<file path="src/rtl/debounce_pkg.sv">
// debounce_pkg: shared state encoding and width helper for the debounce bank
package debounce_pkg;
  typedef enum logic [1:0] {IDLE = 2'd0, HOLD = 2'd1, RPT = 2'd2} rpt_state_e;
  function automatic int cw(input int v);
    return (v < 1) ? 1 : $clog2(v + 1);
  endfunction
endpackage

</file>
<file path="src/rtl/debounce_chan.sv">
// debounce_chan: one button channel with synchroniser, tick debounce and typematic repeat
module debounce_chan
  import debounce_pkg::*;
#(
  parameter logic ACT_LOW      = 1'b0,
  parameter int   DB_TICKS     = 3,
  parameter int   HOLD_TICKS   = 500,
  parameter int   REPEAT_TICKS = 100
) (
  input  logic clk,
  input  logic resetn,
  input  logic tick,
  input  logic i_btn,
  output logic o_state,
  output logic o_ondn,
  output logic o_onup,
  output logic o_repeat
);
  localparam int DW = cw(DB_TICKS);
  localparam int RW = cw(HOLD_TICKS > REPEAT_TICKS ? HOLD_TICKS : REPEAT_TICKS);
  logic sync1_q, sync2_q, raw, flip;
  logic state_q, state_d, ondn_q, ondn_d, onup_q, onup_d, rpt_q, rpt_d;
  logic [DW-1:0] db_q, db_d;
  logic [RW-1:0] rc_q, rc_d, lim;
  rpt_state_e fsm_q, fsm_d;
  assign raw  = sync2_q ^ ACT_LOW;
  assign flip = (raw != state_q) && tick && (db_q == DW'(DB_TICKS - 1));
  always_comb begin
    db_d    = (raw == state_q || flip) ? '0 : db_q + DW'(tick);
    state_d = state_q ^ flip;
    ondn_d  = flip & ~state_q;
    onup_d  = flip & state_q;
  end
  // Release wins over a repeat expiring on the same tick
  always_comb begin
    fsm_d = fsm_q;
    rc_d  = rc_q;
    rpt_d = 1'b0;
    lim   = (fsm_q == HOLD) ? RW'(HOLD_TICKS - 1) : RW'(REPEAT_TICKS - 1);
    case (fsm_q)
      IDLE: begin
        fsm_d = (ondn_d && HOLD_TICKS != 0) ? HOLD : IDLE;
        rc_d  = '0;
      end
      HOLD, RPT: begin
        if (onup_d) begin
          fsm_d = IDLE;
          rc_d  = '0;
        end else if (tick && rc_q == lim) begin
          fsm_d = RPT;
          rc_d  = '0;
          rpt_d = 1'b1;
        end else begin
          rc_d = rc_q + RW'(tick);
        end
      end
      default: begin
        fsm_d = IDLE;
        rc_d  = '0;
      end
    endcase
  end
  always_ff @(posedge clk) begin
    if (!resetn) begin
      sync1_q <= ACT_LOW;
      sync2_q <= ACT_LOW;
      state_q <= 1'b0;
      ondn_q  <= 1'b0;
      onup_q  <= 1'b0;
      rpt_q   <= 1'b0;
      db_q    <= '0;
      rc_q    <= '0;
      fsm_q   <= IDLE;
    end else begin
      sync1_q <= i_btn;
      sync2_q <= sync1_q;
      state_q <= state_d;
      ondn_q  <= ondn_d;
      onup_q  <= onup_d;
      rpt_q   <= rpt_d;
      db_q    <= db_d;
      rc_q    <= rc_d;
      fsm_q   <= fsm_d;
    end
  end
  assign o_state  = state_q;
  assign o_ondn   = ondn_q;
  assign o_onup   = onup_q;
  assign o_repeat = rpt_q;
endmodule

</file>
<file path="src/rtl/debounce_bank.sv">
// debounce_bank: shared tick prescaler driving N independent debounce channels
module debounce_bank
  import debounce_pkg::*;
#(
  parameter int             N            = 8,
  parameter logic [N-1:0]   ACTIVE_LOW   = {N{1'b0}},
  parameter int             TICK_DIV     = 50000,
  parameter int             DB_TICKS     = 3,
  parameter int             HOLD_TICKS   = 500,
  parameter int             REPEAT_TICKS = 100
) (
  input  logic         clk,
  input  logic         resetn,
  input  logic [N-1:0] i_btn,
  output logic [N-1:0] o_state,
  output logic [N-1:0] o_ondn,
  output logic [N-1:0] o_onup,
  output logic [N-1:0] o_repeat
);
  localparam int PW = cw(TICK_DIV - 1);
  logic [PW-1:0] pre_q, pre_d;
  logic tick;
  assign tick = pre_q == PW'(TICK_DIV - 1);
  always_comb pre_d = tick ? '0 : pre_q + 1'b1;
  always_ff @(posedge clk) begin
    if (!resetn) pre_q <= '0;
    else pre_q <= pre_d;
  end
  for (genvar i = 0; i < N; i++) begin : g_chan
    debounce_chan #(
      .ACT_LOW     (ACTIVE_LOW[i]),
      .DB_TICKS    (DB_TICKS),
      .HOLD_TICKS  (HOLD_TICKS),
      .REPEAT_TICKS(REPEAT_TICKS)
    ) u_chan (
      .clk     (clk),
      .resetn  (resetn),
      .tick    (tick),
      .i_btn   (i_btn[i]),
      .o_state (o_state[i]),
      .o_ondn  (o_ondn[i]),
      .o_onup  (o_onup[i]),
      .o_repeat(o_repeat[i])
    );
  end
endmodule

</file>
<file path="config.mk">
export PLATFORM = sky130hd
export DESIGN_NAME = debounce_bank
export DESIGN_NICKNAME = d
export VERILOG_FILES = /design/src/rtl/debounce_pkg.sv /design/src/rtl/debounce_chan.sv /design/src/rtl/debounce_bank.sv
export SDC_FILE = /design/constraint.sdc
export NUM_CORES = 1
export LEC_CHECK = 0
export ABC_CLOCK_PERIOD_IN_PS = 6600
export BUFFER_PORTS_ARGS = -buffer_cell sky130_fd_sc_hd__buf_4
export CAP_MARGIN = 10
export CORE_MARGIN = 4
export CORE_UTILIZATION = 25
export DETAILED_ROUTE_END_ITERATION = 16
export PLACE_DENSITY = 0.47
export SKIP_CTS_REPAIR_TIMING = 1
export SLEW_MARGIN = 20
export SYNTH_ARGS = -nofsm -noshare
export SYNTH_HDL_FRONTEND = slang
export SYNTH_SLANG_ARGS = --single-unit
</file>
<file path="constraint.sdc">
create_clock -name clk -period 6.6 [get_ports clk]
set_input_delay 0.66 -clock clk [delete_from_list [all_inputs] [get_ports clk]]
set_output_delay 0.66 -clock clk [all_outputs]
set_load 0.005 [all_outputs]
</file>
Word level (Yosys, flattened, before mapping)
Index checks and enable logic that the tools add are counted.
Storage, ports and cells
  bits of input ports: 10
  flip-flop bits (word level): 168
Operators by class
  bitwise operators: 41
  reductions and logical operators: 73
  $add $sub $neg: 17
  mux-type cells: 48
  eq/ne operators: 57
Operators by type and width (number)
  $add A9 B1 Y9: 8
  $eq A9 B9 Y1: 8
  $mux W9: 8
  $reduce_or A2 Y1: 17
  $eq A2 B2 Y1 const B: 16
  $mux W2: 16
  $pmux W2 S2: 8
  $reduce_or A4 Y1: 8
  $logic_and A1 B1 Y1: 24
  $ne A3 B1 Y1 const B: 8
  $reduce_or A3 Y1: 8
  $not A1 Y1: 17
  $add A16 B1 Y16 const B: 1
  $add A2 B1 Y2: 8
  $and A1 B1 Y1: 16
  $eq A16 B16 Y1 const B: 1
  $eq A2 B1 Y1 const B: 8
  $logic_not A2 Y1: 8
  $mux W1: 16
  $eq A1 B1 Y1: 8
  $logic_or A1 B1 Y1: 8
  $ne A1 B1 Y1: 8
  $xor A1 B1 Y1: 8

Logic depth before layout (Yosys ltp)
  depth after elaboration: 7
  mapped depth: 13

Hierarchy
From an unflattened synthesis, not the netlist that was laid out.
Unflattened totals
  cells, all modules: 769
  area, all modules: 7478.4 um2
By module, submodules not included
  debounce_chan at g_chan[0].u_chan ...: area an instance 834.6 um2, seq. area each 380.4 um2, times used 6, cells an instance 86
  debounce_chan at g_chan[7].u_chan: area an instance 852.1 um2, seq. area each 380.4 um2, times used 1, cells an instance 87
  debounce_chan at g_chan[5].u_chan: area an instance 829.5 um2, seq. area each 380.4 um2, times used 1, cells an instance 87
  debounce_bank: area an instance 789.5 um2, seq. area each 320.3 um2, times used 1, cells an instance 79

Least setup slack after synthesis
Ideal clock, no wire load.
  kind: register -> register
  start: reg pre_q[10]
  end: reg g_chan[4].u_chan.rc_q[8]
  library setup time: 0.116 ns
  slack: 3.781 ns
  path buffers: 3
  arrival: 2.702 ns
  cell stages (with the launch flop): 13
  period minus slack after synthesis: 2.819 ns
  path through: dfxtp_1 > or4b_1 > or4_1 > buf_6 > inv_6 > buf_12 > buf_12 > ha_1 > ha_1 > nand3_1 > nor3_1 > xnor2_1 > nor2_1
On the way
  cells in the longest elaborated chain, start to end: 5
  elaborated cells between the ends (all ways): 7
  those cells by class: 1 x add/sub; 1 x eq/ne; 1 x bitwise; 4 x reduce/logical
Ends and longest elaborated chain
  start, declared: RTL line debounce_bank.sv:21  | logic [PW-1:0] pre_q, pre_d;
  start signal, assigned: RTL line debounce_bank.sv:27  | else pre_q <= pre_d;
  $eq A16 B16 Y1 *: RTL line debounce_bank.sv:23  | assign tick = pre_q == PW'(TICK_DIV - 1);
  branches (longest 4 deep; another with $add A9 B1 Y9)
  end signal, assigned: RTL line debounce_chan.sv:82  | rc_q <= rc_d;
  end, declared: RTL line debounce_chan.sv:24  | logic [RW-1:0] rc_q, rc_d, lim;
Mark *: on every way between the ends.
A chain may end at the register's enable or synchronous reset.

Worst setup path after layout
  start: reg pre_q[4]
  end: reg g_chan[0].u_chan.fsm_q[0]
On the way
  cells in the longest elaborated chain, start to end: 6
  elaborated cells between the ends (all ways): 10
  those cells by class: 2 x eq/ne; 3 x mux; 2 x bitwise; 3 x reduce/logical
Ends and longest elaborated chain
  $eq A16 B16 Y1 *: RTL line debounce_bank.sv:23
  $logic_and A1 B1 Y1 * (2 in series): RTL line debounce_chan.sv:27  | assign flip = (raw != state_q) && tick && (db_q == DW'(DB_TICKS - 1));
  $and A1 B1 Y1 *: RTL line debounce_chan.sv:32  | onup_d = flip & state_q;
  named net g_chan[0].u_chan.onup_d: RTL line debounce_chan.sv:22  | logic state_q, state_d, ondn_q, ondn_d, onup_q, onup_d, rpt_q, rpt_d;
  $mux W2: RTL line debounce_chan.sv:46  | if (onup_d) begin
  $pmux W2 S2: RTL line debounce_chan.sv:40  | case (fsm_q)
  end signal, assigned: RTL line debounce_chan.sv:83  | fsm_q <= fsm_d;
  end, declared: RTL line debounce_chan.sv:25  | rpt_state_e fsm_q, fsm_d;
The timed path passes the listed nets; every way through them passes the cells marked *.

==> out/metrics.cfg <==
[critical_path]
arrival_ns = 3.32
critPathMaxStageDelay_ns = 0.58
crit_chain = or4b_1, or4_1, buf_4, nor2_1, and3_1, ha_1, nand3b_1, a21o_1, a22oi_1
r2r_slack_ns = 3.58
crit_slowest_cell = or4_1
path_max_fanout = 24
required_ns = 6.89
crit_type = reg -> reg
cp-start-kind = register
worstSetupEndpointType = register

[clock_network]
root_buffer = clkbuf_16
clock_latency_ns = 0.42
cts_buffers = 17
path_clk_slew_ns = 0.06
cts_tree = yes
clkSinkCount = 168
cts.path.max_buffers = 2
h-tree-depth = 4

[sta]
timing.hold.ws_ns = 0.433
fin_crit_sh = 0.458
fmax_mhz = 331
slew_viol_final = 0
hold_viol = 0
setup_viol = 0
worst_slew_pin_slew_ns = 0.780
rsz0062_at_grt = no
tns_ns = 0
slew_headroom = 0.466
clock_skew_ns = 0.00904
min_period_ns = 3.02

[synthesis]
synth_area_um2 = 7700
synthTopCellsByArea = dfxtp_1, ha_1, nor2_1
yosysSeqAreaShare = 0.437
synth_edf_count = 0
synth_seq_cells = 168
synth_warnings = 0
synth_async_sr_flop_share = 0
ys.flop_type = dfxtp_1
syn-num-nets = 886
yosys.area.top_type = dfxtp_1
synth_top_area_share = 0.437
syn_inst = 811
ys_types = 49
synth_area_per_cell_um2 = 9.50

[route]
dr.first_iter.drc_count = 233
wl_per_cell_um = 11.1
drtPass1Iterations = 4
routed_via_density = 4.17
vias = 5155
wirelength_mm = 13.7
drc = 0
antenna_left = 0

[cells_and_area]
drive_above_1_share = 0.105
antennaDiodeCount = 0
area_growth_pct = 13.6
stdcell_count = 1235
final_nets = 901

[placed_design]
hpwlAfterDp_mm = 9.49
gp_congestion = 0.725
port_buffers = 41
dp_cells = 1203

[floorplan]
die_area_um2 = 33700
num_rows = 64
io_pins = 42
fp.dieH_um = 184
core_area_um2 = 30500
start_util = 0.253
die_x_um = 184

[global_route]
grt-ovfl-total = 0
grt_pass1_vias = 5109
grt_pass1_wl_mm = 23.7
antenna_found_initial = 0
grt_use_total = 0.0849
grt_start_max_net_pins = 68

[run_status]
status = complete, no violations

[flow_run]
maxCapViolations = 0

[power_and_ir_drop]
p_per_area_nw_per_um2 = 229
cellLeakagePower_uw = 0.00337
peakVddDrop_mv = 0.169

[hold_path]
hold_class = reg -> reg

## worst max-delay path: cells and delay by family, from the launching register on
kind,cells,cell delay (ns)
AO/OA/AOI/OAI,2,0.41
adder cells (fa/ha/maj),1,0.19
buffers and inverters,1,0.29
flip-flops,1,0.34
AND/OR/NAND/NOR,5,1.66
## sequential cells by signal (all words and copies together) (netlist names)
name and count:
g_chan.u_chan.o_state 8, g_chan.u_chan.o_onup 8, pre_q 16, g_chan.u_chan.sync1_q 8, g_chan.u_chan.db_q 16, g_chan.u_chan.o_ondn 8, g_chan.u_chan.raw 8, g_chan.u_chan.o_repeat 8
g_chan.u_chan.rc_q 72, g_chan.u_chan.fsm_q 16
## path summary, 6_finish.rpt
kind	start	endpoint	cells after the start
hold / removal	g_chan[5].u_chan.sync1_q	g_chan[5].u_chan.raw	1
setup reg to reg	pre_q[4]	g_chan[0].u_chan.fsm_q[0]	9
hold reg to reg	g_chan[5].u_chan.sync1_q	g_chan[5].u_chan.raw	1
setup / recovery	pre_q[4]	g_chan[0].u_chan.fsm_q[0]	9
## metrics by stage
step | cell area, µm² | power, µW | util | setup WS (ns)
2_1_floorplan | 7700 | 1060 | - | 3.78
3_3_place_gp | 8180 | 1070 | 0.268 | 3.62
3_5_place_dp | 8180 | 1070 | 0.268 | 3.56
4_1_cts | 8750 | 2050 | 0.287 | 3.56
5_1_grt | 8750 | 2090 | 0.287 | 3.33
6_report | 8750 | 2000 | 0.287 | 3.58
## area by class of cell
cell class | count | area (µm²)
well taps | 396 | 495
fillers | 3206 | 21800
inverters | 42 | 163
clock buffers | 19 | 453
multi-input cells | 555 | 3840
clock inverters | 13 | 123
repair buffers | 42 | 315
flip-flops and latches | 168 | 3360
## cell families (layout without fill, tap and decap cells)
| logic type | after synthesis | after routing | synth area share |
|---|---|---|---|
| simple gates | 351 | 351 | 0.239 |
| flops | 168 | 168 | 0.437 |
| buf+inv | 88 | 116 | 0.0651 |
| xor+xnor | 78 | 78 | 0.0887 |
| fa+ha+maj | 65 | 65 | 0.106 |
| compound gates | 60 | 60 | 0.0637 |
| mux | 1 | 1 | 0.00130 |
## where the power goes
group / internal (µW) / total, µW / switching [µW]
registers: 1020 / 1020 / 3.13
clock network: 543 / 961 / 418
logic: 8.75 / 20.7 / 11.9
## Yosys cell counts (all sizes together), types with 8 or more instances
cell    number
ha          65
inv         42
xnor2       40
dfxtp      168
nor3        15
clkbuf       8
nand3       40
or4          8
and2        35
nand3b       9
buf         38
nor2       102
nand4       18
o21ai        9
nand2b       9
nor2b       19
and3        26
a21oi       23
xor2        38
nand2       46
## layout by cell type (no fill, tap or decap), drive strengths merged, types with 2 or more instances in the layout
| cell type | netlist | final |
|---|---|---|
| a21oi | 23 | 23 |
| nor4bb | 2 | 2 |
| a2111oi | 3 | 3 |
| nor3 | 15 | 15 |
| clkinv | 0 | 6 |
| clkinvlp | 0 | 4 |
| a21o | 5 | 5 |
| nor3b | 4 | 4 |
| o21a | 3 | 3 |
| nor2 | 102 | 102 |
| a2bb2oi | 3 | 3 |
| and2 | 35 | 35 |
| xor2 | 38 | 38 |
| nor4 | 4 | 4 |
| a22oi | 4 | 4 |
| o21ai | 9 | 9 |
| nand4 | 18 | 18 |
| inv | 42 | 44 |
| clkbuf | 8 | 19 |
| nand2b | 9 | 9 |
| and3 | 26 | 26 |
| or4bb | 3 | 3 |
| nand2 | 46 | 46 |
| dfxtp | 168 | 168 |
| buf | 38 | 42 |
| or4 | 8 | 8 |
| or4b | 2 | 2 |
| a311oi | 4 | 4 |
| ha | 65 | 65 |
| nor2b | 19 | 19 |
| o31ai | 3 | 3 |
| and4 | 6 | 6 |
| nand3b | 9 | 9 |
| nand3 | 40 | 40 |
| xnor2 | 40 | 40 |
| a211oi | 2 | 2 |
## routing by layer
layer,global-route usage,part of all wire
met3,0.0275,0.041
met1,0.103,0.48
met5,0,0
met2,0.143,0.47
met4,0.0283,0.011
Power figures use the tool's default switching activity.
